--- src/rtl/sram_mem_controller.sv ---
// MEM-stage sequencer: splits 32-bit loads/stores into two wait-stated 16-bit SRAM transfers.
// Define SRAM_WRITE_BUFFER_EN for a one-entry posted write buffer (writes release the pipeline at once).
module sram_mem_controller #(
  parameter int          WAIT_CYCLES = 1,
  parameter int          ADDR_W      = 18,
  parameter logic [31:0] BASE_ADDR   = 32'd1024
) (
  input  logic              clk,
  input  logic              rst,
  input  logic              mem_read,
  input  logic              mem_write,
  input  logic [31:0]       addr,
  input  logic [31:0]       wdata,
  output logic [31:0]       rdata,
  output logic              ready,
  output logic [ADDR_W-1:0] sram_addr,
  output logic [15:0]       sram_dq_out,
  output logic              sram_dq_oe,
  input  logic [15:0]       sram_dq_in,
  output logic              sram_we_n,
  output logic              sram_ce_n
);

  typedef enum logic [1:0] {IDLE, LO, HI, DONE} state_t;

  localparam logic [4:0] LAST_CNT = 5'(WAIT_CYCLES);

  state_t            state, state_nx;
  logic [4:0]        cnt;
  logic              is_wr;
  logic [ADDR_W-2:0] word_q;
  logic [31:0]       wdata_q;
  logic [31:0]       offs;
  logic              req;
  logic              last;
  logic              unused_offs_bits;

  assign req              = mem_read | mem_write;
  assign last             = (cnt == LAST_CNT);
  assign offs             = addr - BASE_ADDR;
  assign unused_offs_bits = ^{offs[31:ADDR_W+1], offs[1:0]};

  always_ff @(posedge clk or posedge rst) begin
    if (rst) state <= IDLE;
    else     state <= state_nx;
  end

  always_ff @(posedge clk or posedge rst) begin
    if (rst)                    cnt <= '0;
    else if (state != state_nx) cnt <= '0;
    else if (cnt != '1)         cnt <= cnt + 5'd1;
  end

  // The request is captured on acceptance so a posted write survives the pipeline moving on.
  always_ff @(posedge clk or posedge rst) begin
    if (rst) begin
      is_wr   <= 1'b0;
      word_q  <= '0;
      wdata_q <= '0;
    end else if (state == IDLE && req) begin
      is_wr   <= mem_write;
      word_q  <= offs[ADDR_W:2];
      wdata_q <= wdata;
    end
  end

  always_ff @(posedge clk or posedge rst) begin
    if (rst) begin
      rdata <= '0;
    end else if (!is_wr && last) begin
      if (state == LO) rdata[15:0]  <= sram_dq_in;
      if (state == HI) rdata[31:16] <= sram_dq_in;
    end
  end

  // SRAM strobes decode straight from the state register so reset deasserts them without a clock.
  always_comb begin
    state_nx    = state;
    ready       = 1'b0;
    sram_ce_n   = 1'b1;
    sram_we_n   = 1'b1;
    sram_dq_oe  = 1'b0;
    sram_addr   = '0;
    sram_dq_out = '0;
    case (state)
      IDLE: begin
`ifdef SRAM_WRITE_BUFFER_EN
        ready = !req || mem_write;
`else
        ready = !req;
`endif
        if (req) state_nx = LO;
      end
      LO: begin
        sram_ce_n = 1'b0;
        sram_addr = {word_q, 1'b0};
        if (is_wr) begin
          sram_dq_oe  = 1'b1;
          sram_dq_out = wdata_q[15:0];
          sram_we_n   = last;
        end
        if (last) state_nx = HI;
      end
      HI: begin
        sram_ce_n = 1'b0;
        sram_addr = {word_q, 1'b1};
        if (is_wr) begin
          sram_dq_oe  = 1'b1;
          sram_dq_out = wdata_q[31:16];
          sram_we_n   = last;
        end
        if (last) begin
`ifdef SRAM_WRITE_BUFFER_EN
          state_nx = is_wr ? IDLE : DONE;
`else
          state_nx = DONE;
`endif
        end
      end
      DONE: begin
        ready    = 1'b1;
        state_nx = IDLE;
      end
      default: state_nx = IDLE;
    endcase
  end

endmodule

--- config.mk ---
export PLATFORM = sky130hd
export DESIGN_NAME = sram_mem_controller
export DESIGN_NICKNAME = d
export VERILOG_FILES = /design/src/rtl/sram_mem_controller.sv
export SDC_FILE = /design/constraint.sdc
export NUM_CORES = 1
export LEC_CHECK = 0
export BUFFER_PORTS_ARGS = -buffer_cell sky130_fd_sc_hd__buf_2
export CAP_MARGIN = 20
export CELL_PAD_IN_SITES_DETAIL_PLACEMENT = 0
export CELL_PAD_IN_SITES_GLOBAL_PLACEMENT = 1
export CORE_MARGIN = 5
export CORE_UTILIZATION = 39
export CTS_BUF_LIST = sky130_fd_sc_hd__clkbuf_8
export DETAILED_ROUTE_END_ITERATION = 16
export GPL_ROUTABILITY_DRIVEN = 0
export PLACE_DENSITY_LB_ADDON = 0.1
export SLEW_MARGIN = 10
export SYNTH_ARGS = -nofsm -noshare
export SYNTH_HDL_FRONTEND = slang
export SYNTH_SLANG_ARGS = --single-unit
--- constraint.sdc ---
create_clock -name clk -period 3.7 [get_ports clk]
set_input_delay 1.11 -clock clk [delete_from_list [all_inputs] [get_ports clk]]
set_output_delay 1.11 -clock clk [all_outputs]
set_load 0.02 [all_outputs]
[Word level (Yosys, flattened, before mapping)]
Cells that the tools add are included.
Cells by class
  $add $sub $neg: 2
  equal/unequal tests: 6
  multiplexer cells: 16
  bitwise operators: 1
  reductions and logical operators: 9
Operators by type and width (count)
  18-bit case mux with 2 select lines: 1
  16-bit two-way mux: 2
  16-bit case mux with 2 select lines: 1
  19-bit by 11-bit subtractor with 19-bit output (second input constant): 1
  5-bit two-way mux: 2
  2-bit case mux with 4 select lines: 1
  2-bit two-way mux: 3
  5-bit by 1-bit adder with 5-bit output (second input constant): 1
  5-bit by 1-bit == test with 1-bit output (second input constant): 1
  1-bit two-way mux: 5
  5-bit != test (second input constant): 1
  2-bit == test (second input constant): 2
  2-bit AND reduction: 2
  2-bit by 1-bit == test with 1-bit output (second input constant): 1
  1-bit logical AND: 2
  1-bit zero test: 2
  2-bit zero test: 1
  2-bit != test: 1
  1-bit case mux with 2 select lines: 1
  2-bit nonzero test: 1
  2-bit OR reduction: 1
  1-bit OR: 1
Word-level totals
  register bits: 89
  input bits: 84
  logic and storage cells: 41

[Depth between registers and ports, before layout]
  depth in word-level cells: 5
  gate-level depth with buffers: 8
  depth with buffers taken out: 6

[Least setup slack after synthesis]
Ideal clock, no wire load.
  path type: register to output
  start point: register state[0]
  end point: output port sram_dq_out[10]
  arrival: 1.782 ns
  slack: 0.808 ns
  cell stages (with the launch flop): 7
  buffers on the path: 2
  path through: dfrtp_1 -> inv_1 -> ha_1 -> clkbuf_1 -> clkbuf_1 -> a22oi_1 -> nor2_1
Between the ends
  cells in the longest elaborated chain, start to end: 2
  elaborated cells on any way between the ends: 3
RTL lines
  start, declared: line 28  | state_t state, state_nx;
  start signal, assigned: line 45  | else state <= state_nx;
  2-bit == test / 2-bit by 1-bit == test with 1-bit output (equally long branches): line 85  | case (state)
  16-bit case mux with 2 select lines (*): line 85
  end, declared: line 17  | output logic [15:0] sram_dq_out,
Every way passes the cells marked *; elsewhere a longest branch is shown, timed or not.

[Worst setup path in the final report]
  start point: register state[1]
  end point: output port sram_dq_out[7]
The elaborated chain is that of the path after synthesis.

==> impl_results.html <==
<table>
<tr><th>Metric</th><th>Value</th></tr>
<tr><th colspan="2">Run status</th></tr>
<tr><td>Run status</td><td>complete, no violations</td></tr>
<tr><th colspan="2">Yosys</th></tr>
<tr><td>Number of synthesized register bits</td><td>89</td></tr>
<tr><td>Area share of the largest cell type after synthesis</td><td>54.0%</td></tr>
<tr><td>Post-Synthesis Cells</td><td>325</td></tr>
<tr><td>Synth area leaders</td><td>dfrtp_1, mux2_2, mux2_4</td></tr>
<tr><td>Cell taking the most area after synthesis</td><td>dfrtp_1</td></tr>
<tr><td>Yosys cell types</td><td>38</td></tr>
<tr><td>Share of the yosys chip area belonging to registers</td><td>54.0%</td></tr>
<tr><td>Synth warn</td><td>0</td></tr>
<tr><td>Average instance area after synthesis</td><td>12.7 um^2</td></tr>
<tr><td>Post-Syn Nets</td><td>around 420</td></tr>
<tr><td>Total standard cell area after synthesis</td><td>roughly 4100 um^2</td></tr>
<tr><th colspan="2">Final layout</th></tr>
<tr><td>Fill cells</td><td>975</td></tr>
<tr><td>Layout cells sized above 1</td><td>50.5%</td></tr>
<tr><td>Number of standard cells in the final layout excluding fillers</td><td>605</td></tr>
<tr><td>Finished layout cell area</td><td>5160 um^2</td></tr>
<tr><td>Most frequent cells in the layout</td><td>buf_2, dfrtp_1, mux2_2, nor2_1, and2_1</td></tr>
<tr><td>Antenna diodes</td><td>0</td></tr>
<tr><td>Most common library cell in the layout ignoring fill and taps</td><td>buf_2</td></tr>
<tr><td>Total Nets Final</td><td>558</td></tr>
<tr><td>Area growth from synthesis to layout</td><td>25.0%</td></tr>
<tr><th colspan="2">Route</th></tr>
<tr><td>Iteration-0 DRC count of the detailed router</td><td>between 100 and 150</td></tr>
<tr><td>Post-detailed-route wirelength per cell</td><td>15.7 um</td></tr>
<tr><td>Via-per-instance ratio</td><td>4.81</td></tr>
<tr><td>DR vias</td><td>2911</td></tr>
<tr><td>First-pass iteration count of the detailed router</td><td>4</td></tr>
<tr><td>Antenna Nets Post-Route</td><td>0</td></tr>
<tr><td>DRC violations left</td><td>0</td></tr>
<tr><td>Total detailed-routing wirelength</td><td>9480 um</td></tr>
<tr><th colspan="2">Power and ir drop</th></tr>
<tr><td>Maximum vdd drop</td><td>0.194 mV</td></tr>
<tr><td>PnR Total Power</td><td>1.78 mW</td></tr>
<tr><td>Power density relative to cell area</td><td>344 nW/um^2</td></tr>
<tr><td>Static leakage power</td><td>2.74 nW</td></tr>
<tr><th colspan="2">Clock network</th></tr>
<tr><td>Clock tree from TritonCTS</td><td>yes</td></tr>
<tr><td>Clock sink count</td><td>89</td></tr>
<tr><td>Postcts setup bufs</td><td>0</td></tr>
<tr><td>Cell at the root of the clock tree</td><td>clkbuf_8</td></tr>
<tr><td>Number of clock buffers inserted by TritonCTS</td><td>9</td></tr>
<tr><td>H-Tree Depth</td><td>3</td></tr>
<tr><td>Later-pin clock latency in the skew report</td><td>350 ps</td></tr>
<tr><td># hold bufs at CTS</td><td>0</td></tr>
<tr><td>Number of instances resized during post-cts repair</td><td>0</td></tr>
<tr><td>Clock transition at the registers of the reported paths</td><td>90 ps</td></tr>
<tr><td>Bufs on Longest Clock Path</td><td>2</td></tr>
<tr><th colspan="2">STA</th></tr>
<tr><td>Final Slew Violations</td><td>0</td></tr>
<tr><td>Tightest Pin Transition</td><td>a little over 700 ps</td></tr>
<tr><td>Worst Hold Slack</td><td>481 ps</td></tr>
<tr><td>Number of failing setup endpoints in the final timing report</td><td>0</td></tr>
<tr><td>Final hold viol count</td><td>0</td></tr>
<tr><td>Unrepaired setup endpoints after global routing</td><td>false</td></tr>
<tr><td>Final Cycle Share</td><td>89.9%</td></tr>
<tr><td>Max-Slew Margin vs Limit</td><td>51.9%</td></tr>
<tr><td>Fmax</td><td>between 300 and 400 MHz</td></tr>
<tr><td>Final worst clock skew</td><td>10.8 ps</td></tr>
<tr><td>Final period demand of the worst path</td><td>3330 ps</td></tr>
<tr><td>Total negative slack for setup checks</td><td>0 ps</td></tr>
<tr><th colspan="2">Die</th></tr>
<tr><td>Effective utilization at floorplan</td><td>between 30% and 40%</td></tr>
<tr><td>Y dimension of the die</td><td>113 um</td></tr>
<tr><td># rows</td><td>37</td></tr>
<tr><td>Area of the die</td><td>12700 um^2</td></tr>
<tr><td>Chip width</td><td>113 um</td></tr>
<tr><td>Floorplan core area</td><td>about 10000 um^2</td></tr>
<tr><td>Ports placed on the boundary</td><td>154</td></tr>
<tr><th colspan="2">Place</th></tr>
<tr><td>Input/output buffers</td><td>~140</td></tr>
<tr><td>Sum of net half-perimeters after detailed placement</td><td>6690 um</td></tr>
<tr><td>Post-placement cell count</td><td>589</td></tr>
<tr><td>Placed instance area</td><td>4970 um^2</td></tr>
<tr><th colspan="2">Setup path</th></tr>
<tr><td>Startpoint-to-endpoint class of the critical path</td><td>flop to output port</td></tr>
<tr><td>Worst path arrival time</td><td>approximately 2200 ps</td></tr>
<tr><td>Reg-to-reg setup timing slack</td><td>1360 ps</td></tr>
<tr><td>Reg-to-reg critical path startpoint</td><td>state[0]</td></tr>
<tr><td>Element type at the critical path start</td><td>flop</td></tr>
<tr><td>Length in cells of the worst reg-to-reg path</td><td>7</td></tr>
<tr><td>Maximum fanout count along the critical path</td><td>17</td></tr>
<tr><td>Critical path endpoint category</td><td>output port</td></tr>
<tr><td>Required time reported for the critical path endpoint</td><td>approximately 2600 ps</td></tr>
<tr><td>Endpoint of the lowest-slack register-to-register path</td><td>cnt[2]</td></tr>
<tr><th colspan="2">GRT</th></tr>
<tr><td>Via count of the first global-routing pass</td><td>3111</td></tr>
<tr><td>Global-route wire length before repair</td><td>15500 um</td></tr>
<tr><td>Initial antenna violation count</td><td>0</td></tr>
<tr><td>Largest net degree at the start of global routing</td><td>60</td></tr>
<tr><td>Total track usage</td><td>15.2%</td></tr>
<tr><td>GRT overflow</td><td>0</td></tr>
<tr><th colspan="2">Hold path</th></tr>
<tr><td>Type of the worst min-delay path</td><td>flop to flop</td></tr>
<tr><td>Hold path endpoint</td><td>word_q[11]</td></tr>
<tr><td>Hold wc startpoint</td><td>word_q[11]</td></tr>
<tr><td>Hold path cells</td><td>1</td></tr>
<tr><th colspan="2">Job</th></tr>
<tr><td>MaxCap Viol Count</td><td>0</td></tr>
</table>
## sequential cells by signal, indices dropped and copies added (netlist names)
signal / count
word_q: 17
state: 2
cnt: 5
rdata: 32
wdata_q: 32
is_wr: 1
## worst max-delay path: stages (launching register included)
cell and delay, ps:
dfrtp_1 500, inv_1 140, ha_1 340, nand2_1 410, nor2_1 270, buf_2 190
## Yosys cell counts (all sizes together)
master / number
ha: 10
a21o: 1
a22oi: 16
nor3b: 1
o31ai: 1
and2: 21
nor2: 27
mux2i: 1
dfrtp: 89
nand2b: 3
a221oi: 1
nand2: 19
a211o: 1
and3: 1
clkbuf: 11
o21ai: 13
mux2: 72
a211oi: 1
or4: 1
inv: 8
nor3: 1
xor2: 2
a2bb2oi: 1
a21oi: 4
or4b: 1
xnor2: 7
nor4: 1
nand3: 1
nand4b: 1
buf: 5
nor2b: 3
## stage by stage
stage,setup slack (ps),util [%]
2_1_floorplan,283,-
5_1_grt,102,50.0
4_1_cts,283,50.0
3_3_place_gp,682,48.2
3_5_place_dp,689,48.2
6_report,373,50.0
## per-layer routing
layer  share of wire [%]  GRT usage, %  up-vias
li1                    -             -     1398
met1                  44          19.4     1421
met2                  47          24.5       86
met3                 7.9          5.08        6
met4                0.85          4.81        0
met5                   0             0        -
## cell families (layout without fill, tap and decap cells)
kind of cell	count (synthesis)	after routing	synth area share, %
simple gates	81	81	10.4
fa+ha+maj	10	10	3.03
flops	89	89	54.0
buf+inv	24	168	2.85
xor+xnor	9	9	1.91
compound gates	39	39	6.15
mux	73	73	21.7
## report_power, final
group / internal [mW] / switching (mW)
Combinational: 0.0630 / 0.0745
Clock: 0.272 / 0.367
Sequential: 0.990 / 0.00954
## layout make-up
type / instances / area, um^2 / area share (%)
Tap cell: 136 / 170 / 3.30
Clock buffer: 10 / 138 / 2.67
Sequential cell: 89 / 2230 / 43.2
Multi-Input combinational cell: 212 / 1790 / 34.8
Inverter: 8 / 31.3 / 0.606
Timing Repair Buffer: 144 / 748 / 14.5
Clock inverter: 6 / 50.0 / 0.970
## worst max path at each step
stage | cells after the start | endpoint | from | slack [ps]
final | 5 | sram_dq_out[7] | state[1] | 370
after global routing | 6 | sram_we_n | state[1] | 100
after CTS | 5 | sram_dq_out[9] | state[1] | 280
after detailed placement | 5 | sram_dq_out[9] | state[1] | 690
after global placement | 5 | sram_dq_out[9] | state[1] | 680
after floorplan | 1 | cnt[0] | rst | 280
Power figures use the tool's default switching activity.
